<file path="config.mk">
export PLATFORM = sky130hd
export DESIGN_NAME = seq_divider_8bit
export DESIGN_NICKNAME = d
export VERILOG_FILES = /design/src/rtl/div_pkg.sv /design/src/rtl/div_step.sv /design/src/rtl/seq_divider_8bit.sv
export SDC_FILE = /design/constraint.sdc
export NUM_CORES = 1
export LEC_CHECK = 0
export CELL_PAD_IN_SITES_DETAIL_PLACEMENT = 1
export CELL_PAD_IN_SITES_GLOBAL_PLACEMENT = 1
export CORE_UTILIZATION = 35
export DETAILED_ROUTE_END_ITERATION = 16
export MAX_ROUTING_LAYER = met4
export PLACE_DENSITY_LB_ADDON = 0.1
export SLEW_MARGIN = 15
export SYNTH_ARGS = -nofsm -noshare
export SYNTH_HDL_FRONTEND = slang
export SYNTH_HIERARCHICAL = 1
export SYNTH_SLANG_ARGS = --single-unit
</file>
<file path="constraint.sdc">
create_clock -name clk -period 6.94 [get_ports clk]
set_clock_uncertainty 0.15 [all_clocks]
set_input_delay 1.388 -clock clk [delete_from_list [all_inputs] [get_ports clk]]
set_output_delay 1.388 -clock clk [all_outputs]
set_load 0.05 [all_outputs]
</file>
<file path="src/rtl/div_pkg.sv">
// Shared definitions for the 8-bit sequential divider: operand widths and
// the controller state encoding.
package div_pkg;

  localparam int DIVIDEND_W_C = 8;
  localparam int DIVISOR_W_C  = 5;

  typedef enum logic [1:0] {
    IDLE = 2'd0,
    CALC = 2'd1,
    DONE = 2'd2
  } div_state_e;

endpackage : div_pkg

</file>
<file path="src/rtl/div_step.sv">
// One restoring-division step: shift the next dividend bit into the partial
// remainder and subtract the divisor when it fits.
module div_step
  import div_pkg::*;
#(
  parameter int DIVISOR_W = DIVISOR_W_C
) (
  input  logic [DIVISOR_W:0]   rem,
  input  logic                 dividend_bit,
  input  logic [DIVISOR_W-1:0] divisor,
  output logic [DIVISOR_W:0]   rem_next,
  output logic                 quotient_bit
);

  // The partial remainder is always below the divisor, but the shift is kept
  // one bit wider so the compare never loses a carry.
  logic [DIVISOR_W+1:0] shifted;
  logic [DIVISOR_W:0]   diff;

  assign shifted      = {rem, dividend_bit};
  assign quotient_bit = (shifted >= {2'b00, divisor});
  assign diff         = shifted[DIVISOR_W:0] - {1'b0, divisor};
  assign rem_next     = quotient_bit ? diff : shifted[DIVISOR_W:0];

endmodule : div_step

</file>
<file path="src/rtl/seq_divider_8bit.sv">
// Sequential unsigned divider: 8-bit dividend by 5-bit divisor, one restoring
// step per clock, MSB first. A zero divisor short-circuits to a saturated
// quotient with div_by_zero set.
//
// Handshakes: a transfer happens on a rising edge where valid and ready are
// both 1. in_ready is 1 only in IDLE, out_valid only in DONE; once out_valid
// is 1 the result holds steady until out_ready takes it, and in_ready comes
// back the cycle after that transfer.
module seq_divider_8bit
  import div_pkg::*;
#(
  parameter int DIVIDEND_W = DIVIDEND_W_C,
  parameter int DIVISOR_W  = DIVISOR_W_C
) (
  input  logic                  clk,
  input  logic                  rst_n,
  input  logic                  in_valid,
  output logic                  in_ready,
  input  logic [DIVIDEND_W-1:0] dividend,
  input  logic [DIVISOR_W-1:0]  divisor,
  output logic                  out_valid,
  input  logic                  out_ready,
  output logic [DIVIDEND_W-1:0] quotient,
  output logic [DIVISOR_W-1:0]  remainder,
  output logic                  div_by_zero,
  output div_state_e            dbg_state
);

  localparam int CNT_W = $clog2(DIVIDEND_W);
  localparam logic [CNT_W-1:0] CNT_LOAD = CNT_W'(DIVIDEND_W - 1);

  div_state_e            state;
  logic [DIVIDEND_W-1:0] dvd_q;
  logic [DIVISOR_W-1:0]  dvs_q;
  logic [DIVIDEND_W-1:0] quo_q;
  logic [DIVISOR_W:0]    rem_q;
  logic [CNT_W-1:0]      cnt_q;

  logic [DIVISOR_W:0]    step_rem;
  logic                  step_bit;

  div_step #(
    .DIVISOR_W (DIVISOR_W)
  ) u_step (
    .rem          (rem_q),
    .dividend_bit (dvd_q[DIVIDEND_W-1]),
    .divisor      (dvs_q),
    .rem_next     (step_rem),
    .quotient_bit (step_bit)
  );

  // The partial remainder never reaches the divisor, so its low bits are the
  // final remainder once the loop has finished.
  assign quotient  = quo_q;
  assign remainder = rem_q[DIVISOR_W-1:0];
  assign dbg_state = state;

  // Controller, datapath registers and registered handshake outputs.
  always_ff @(posedge clk or negedge rst_n) begin
    if (!rst_n) begin
      state       <= IDLE;
      in_ready    <= 1'b1;
      out_valid   <= 1'b0;
      div_by_zero <= 1'b0;
      dvd_q       <= '0;
      dvs_q       <= '0;
      quo_q       <= '0;
      rem_q       <= '0;
      cnt_q       <= '0;
    end else begin
      case (state)
        IDLE: begin
          if (in_valid) begin
            in_ready <= 1'b0;
            dvd_q    <= dividend;
            dvs_q    <= divisor;
            rem_q    <= '0;
            if (divisor == '0) begin
              state       <= DONE;
              out_valid   <= 1'b1;
              div_by_zero <= 1'b1;
              quo_q       <= '1;
              cnt_q       <= '0;
            end else begin
              state       <= CALC;
              div_by_zero <= 1'b0;
              quo_q       <= '0;
              cnt_q       <= CNT_LOAD;
            end
          end
        end
        CALC: begin
          rem_q <= step_rem;
          quo_q <= {quo_q[DIVIDEND_W-2:0], step_bit};
          dvd_q <= {dvd_q[DIVIDEND_W-2:0], 1'b0};
          if (cnt_q == '0) begin
            state     <= DONE;
            out_valid <= 1'b1;
          end else begin
            cnt_q <= cnt_q - 1'b1;
          end
        end
        DONE: begin
          if (out_ready) begin
            state     <= IDLE;
            out_valid <= 1'b0;
            in_ready  <= 1'b1;
          end
        end
        default: begin
          state     <= IDLE;
          out_valid <= 1'b0;
          in_ready  <= 1'b1;
        end
      endcase
    end
  end

endmodule : seq_divider_8bit
</file>
# After elaboration in Yosys (flattened, before gate mapping)
# Cells that the tools add are included.
[classes]
div_mod_pow = 0
mux = 26
n_lt_le_gt_ge = 1
mul = 0
n_bitwise = 1
eq_ne = 7
add_sub_neg = 2
shift = 0
reduce_logical = 10
[op_table]
columns = ["operator", "n"]
rows = [
  ["$pmux W8 S2", 2],
  ["$mux W8", 3],
  ["$mux W6", 2],
  ["$pmux W6 S2", 1],
  ["$ne A2 B2 Y1 const B", 5],
  ["$mux W3", 3],
  ["$reduce_and A3 Y1", 3],
  ["$mux W2", 4],
  ["$ge A7 B5 Y1", 1],
  ["$mux W1", 7],
  ["$pmux W1 S3", 2],
  ["$pmux W2 S3", 1],
  ["$pmux W3 S2", 1],
  ["$sub A6 B5 Y6", 1],
  ["$logic_not A5 Y1", 1],
  ["$reduce_and A2 Y1", 2],
  ["$reduce_and A4 Y1", 1],
  ["$logic_not A3 Y1", 1],
  ["$sub A3 B1 Y3 const B", 1],
  ["$eq A2 B1 Y1 const B", 1],
  ["$eq A2 B2 Y1 const B", 1],
  ["$logic_not A2 Y1", 1],
  ["$reduce_bool A2 Y1", 1],
  ["$not A1 Y1", 1],
]
[totals]
ramBits = 0
romBits = 0
inputBits = 17
ff_bits = 35
latch_bits = 0
out_inout_bits = 18
elab_cells = 56
memories = 0

# Depth between registers and ports, before layout
[depth]
word_depth = 4
depth_mapped = 8
depth_no_buf = 8

# Modules after synthesis
# The synthesis kept the hierarchy.
[by_module_without_submodules]
columns = ["module", "instances", "area_per_inst_um2", "cells_per_inst", "seq_area_each_um2"]
rows = [
  ["seq_divider_8bit", 1, 1679.1, 158, 877.1],
  ["div_step", 1, 407.9, 50, 0.0],
]

# Least setup slack after synthesis
# OpenSTA, ideal clock, no wires.
[synth_path]
kind = "in2reg"
start = "in in_valid"
end = "reg cnt_q[0]"
n_path_buf = 1
stages = 4
setup_time_ps = 120
path_slack_ps = 4529
t_required_ps = 6670
arrival_ps = 2141
cell_sequence = "buf_2 o21bai_1 nand2_1 o211a_1"
[synth_via]
elab_chain_cells = 2
[synth_lines]
columns = ["item", "line_no", "rtl"]
rows = [
  ["start, declared", "seq_divider_8bit.sv:17", "input logic in_valid,"],
  ["$ne A2 B2 Y1 (no line)", "-", ""],
  ["$reduce_and A3 Y1 (no line)", "-", ""],
  ["end signal, assigned", "seq_divider_8bit.sv:100", "cnt_q <= cnt_q - 1'b1;"],
  ["end, declared", "seq_divider_8bit.sv:37", "logic [CNT_W-1:0] cnt_q;"],
]
# Every way passes these cells.
# A chain may end at the register's enable or synchronous reset.

# Worst setup path in the final report
[layout_path]
start = "reg state[1], in the netlist dbg_state[1]"
end = "out dbg_state[1]"
[layout_lines]
columns = ["item", "line_no", "rtl"]
rows = [
  ["start, declared", "seq_divider_8bit.sv:32", "div_state_e state;"],
  ["start signal, assigned", "seq_divider_8bit.sv:61", "state <= IDLE;"],
  ["start signal, assigned", "seq_divider_8bit.sv:79", "state <= DONE;"],
  ["start signal, assigned", "seq_divider_8bit.sv:85", "state <= CALC;"],
  ["end, declared", "seq_divider_8bit.sv:26", "output div_state_e dbg_state"],
]
# No word-level cell between the ends.

==> results.sh <==
export IMPL_outcome="finished, final reports clean"
export IMPL_path_clk_slew_ns=0.07
export IMPL_synthFlopType="dfrtp_1"
export IMPL_crit_path_top_delay_cell="clkdlybuf4s50_1"
export IMPL_antennaDiodeCount=0
export IMPL_fin_tns_setup_ns=0
export IMPL_areaGrowthSynthToFinish_pct=19.0
export IMPL_yosysMostFrequentCell="dfrtp_1"
export IMPL_leakage_nw=1.05
export IMPL_cp_slowest_stage_delay_ns=0.95
export IMPL_wl_per_cell_um=17.7
export IMPL_vias=1689
export IMPL_cts_sinks=35
export IMPL_hold_violations=0
export IMPL_path_delay_family="buffers and inverters"
export IMPL_drv_slew=0
export IMPL_hpwl_um=3810
export IMPL_cap_violations=0
export IMPL_die_area_um2=6280
export IMPL_max_slew_worst_pin_slew_ns=1.09
export IMPL_gp_congestion=0.831
export IMPL_yosys_top_cells_count="dfrtp_1 (34), nor2b_1 (19), a21oi_1 (16), inv_1 (13), o21ai_0 (12)"
export IMPL_max_freq_mhz=270
export IMPL_die_x_um=79.2
export IMPL_cp_num_cells=1
export IMPL_cts_root_buf="clkbuf_8"
export IMPL_cts_made_buffers=5
export IMPL_grt_pass1_wl_um=9170
export IMPL_regArea_um2=877
export IMPL_synth_top_area_cell="dfrtp_1"
export IMPL_synth_edf_count=0
export IMPL_core_um2=5640
export IMPL_post_cts_setup_buffer_count=0
export IMPL_holdBufCountCts=0
export IMPL_r2r_cells=5
export IMPL_period_minus_slack_ns=3.70
export IMPL_ys_ff_latch=35
export IMPL_fin_crit_sh=0.534
export IMPL_cts_resized=0
export IMPL_grt_ovfl_total=0
export IMPL_whs_path_depth=2
export IMPL_die_y_um=79.2
export IMPL_antenna_found_initial=0
export IMPL_yosysWarnings=6
export IMPL_cp_start_kind="flop"
export IMPL_ys_top_cells_by_area="dfrtp_1 (41%), nor2b_1 (5.7%), ha_1 (4.8%)"
export IMPL_max_vdd_ir_drop_v=0.000260
export IMPL_drt_iter0_drc=80
export IMPL_vias_per_cell=5.56
export IMPL_critPathMaxFanout=28
export IMPL_critical_path_buf_inv_count=1
export IMPL_io_pins=35
export IMPL_rows=27
export IMPL_grt_pass1_vias=1860
export IMPL_start_util=0.370
export IMPL_h_tree_depth=2
export IMPL_ant_nets=0
export IMPL_grt_max_degree=36
export IMPL_cts_tree="done"
export IMPL_avgSynthCellArea_um2=10.0
export IMPL_synth_nets=234
export IMPL_insertion_delay_ns=0.29
export IMPL_finalWirelength_um=5380
export IMPL_fillCellCount=631
export IMPL_power_density_nw_per_um2=579
export IMPL_drive_above_1_share=0.103
export IMPL_multi_input_area_um2=1040
export IMPL_drc=0
export IMPL_min_path_type="flop to flop"
export IMPL_finalNetCount=257
export IMPL_crit_arrival_ns=2.16
export IMPL_ys_seq_area_frac=0.420
export IMPL_place_inst=296
export IMPL_cts_buffer_depth=2
export IMPL_layout_cells_non_filler=304
export IMPL_timing_critical_path_required_ns=5.40
export IMPL_first_pass_iters=4
export IMPL_setup_viol=0
export IMPL_rsz0062_at_grt="no"
export IMPL_yosysTopAreaCellShare=0.408
export IMPL_io_buffers=34
export IMPL_slew_headroom=0.273
export IMPL_grt_use_total=0.195
export IMPL_async_reset_ff_frac=1.00
export IMPL_critical_path_class="flop to output pin"
export IMPL_syn_inst=208
export IMPL_crit_chain="clkdlybuf4s50_1"
export IMPL_end_kind="output pin"
export IMPL_synthDistinctLibCells=44
export IMPL_syn_area_um2=2090
cell usage in the layout (no fill, tap or decap), types with 6 or more instances in the layout:
master	instances
nand2_1	7
nor3_1	9
inv_1	13
ha_1	8
a22oi_1	7
a22o_1	6
clkdlybuf4s50_1	34
o21ai_0	12
nor2b_1	19
nor2_1	6
o22ai_1	8
dfrtp_1	34
a21oi_1	16
flip-flops by register name, indices dropped and copies added (netlist names):
| name | count |
|---|---|
| in_ready | 1 |
| dvd_q | 8 |
| dbg_state | 2 |
| out_valid | 1 |
| quotient | 8 |
| rem_q | 6 |
| cnt_q | 3 |
| div_by_zero | 1 |
| dvs_q | 5 |
worst min-delay path, stage by stage (launching register included):
cell and delay (ns):
dfstp_2 0.37, nor2_1 0.08, a21oi_1 0.05
stage by stage:
stage                     hold WS [ns]  power, mW  instance area (um^2)  worst slack (ns)   util
after floorplan                  0.318       1.09                  2090              4.53      -
after global placement           0.342       1.26                  2400              3.42  0.426
after detailed placement         0.350       1.30                  2400              3.36  0.426
after CTS                        0.359       1.45                  2480              3.21  0.440
after global routing             0.397       1.55                  2480              3.14  0.440
final                            0.351       1.44                  2480              3.24  0.440
layer usage:
metal / routed length (um) / up-vias / GRT usage
met3: 129 / 8 / 0.0379
li1: - / 783 / -
met1: 2420 / 868 / 0.234
met2: 2740 / 30 / 0.328
met4: 89 / 0 / 0.0655
met5: 0 / - / -
layout make-up:
type                       instances  share of cell area
multi-input combinational        141               0.419
sequential                        35               0.353
timing repair buffer              35               0.140
tap                               72              0.0363
clock buffer                       8              0.0322
inverter                          13              0.0196
where the power goes:
| group | total [mW] | switching (mW) | internal (mW) |
|---|---|---|---|
| sequential | 0.416 | 0.116 | 0.300 |
| clock | 0.142 | 0.0708 | 0.0713 |
| combinational | 0.880 | 0.507 | 0.373 |
final timing paths:
path | endpoint | slack, ns | start
setup / recovery | dbg_state[1] | 3.24 | dbg_state[1]
hold / removal | in_ready | 0.35 | in_ready
setup reg to reg | rem_q[2] | 4.41 | rem_q[3]
hold reg to reg | in_ready | 0.35 | in_ready
max in group asynchronous | in_ready | 4.91 | rst_n
min in group asynchronous | rem_q[1] | 1.37 | rst_n
cell families after synthesis:
family          synth area share
compound gates             0.245
xor+xnor                 0.00420
fa+ha+maj                 0.0576
buf+inv                   0.0815
flops                      0.420
mux                       0.0510
simple gates               0.140
Power figures use the tool's default switching activity.
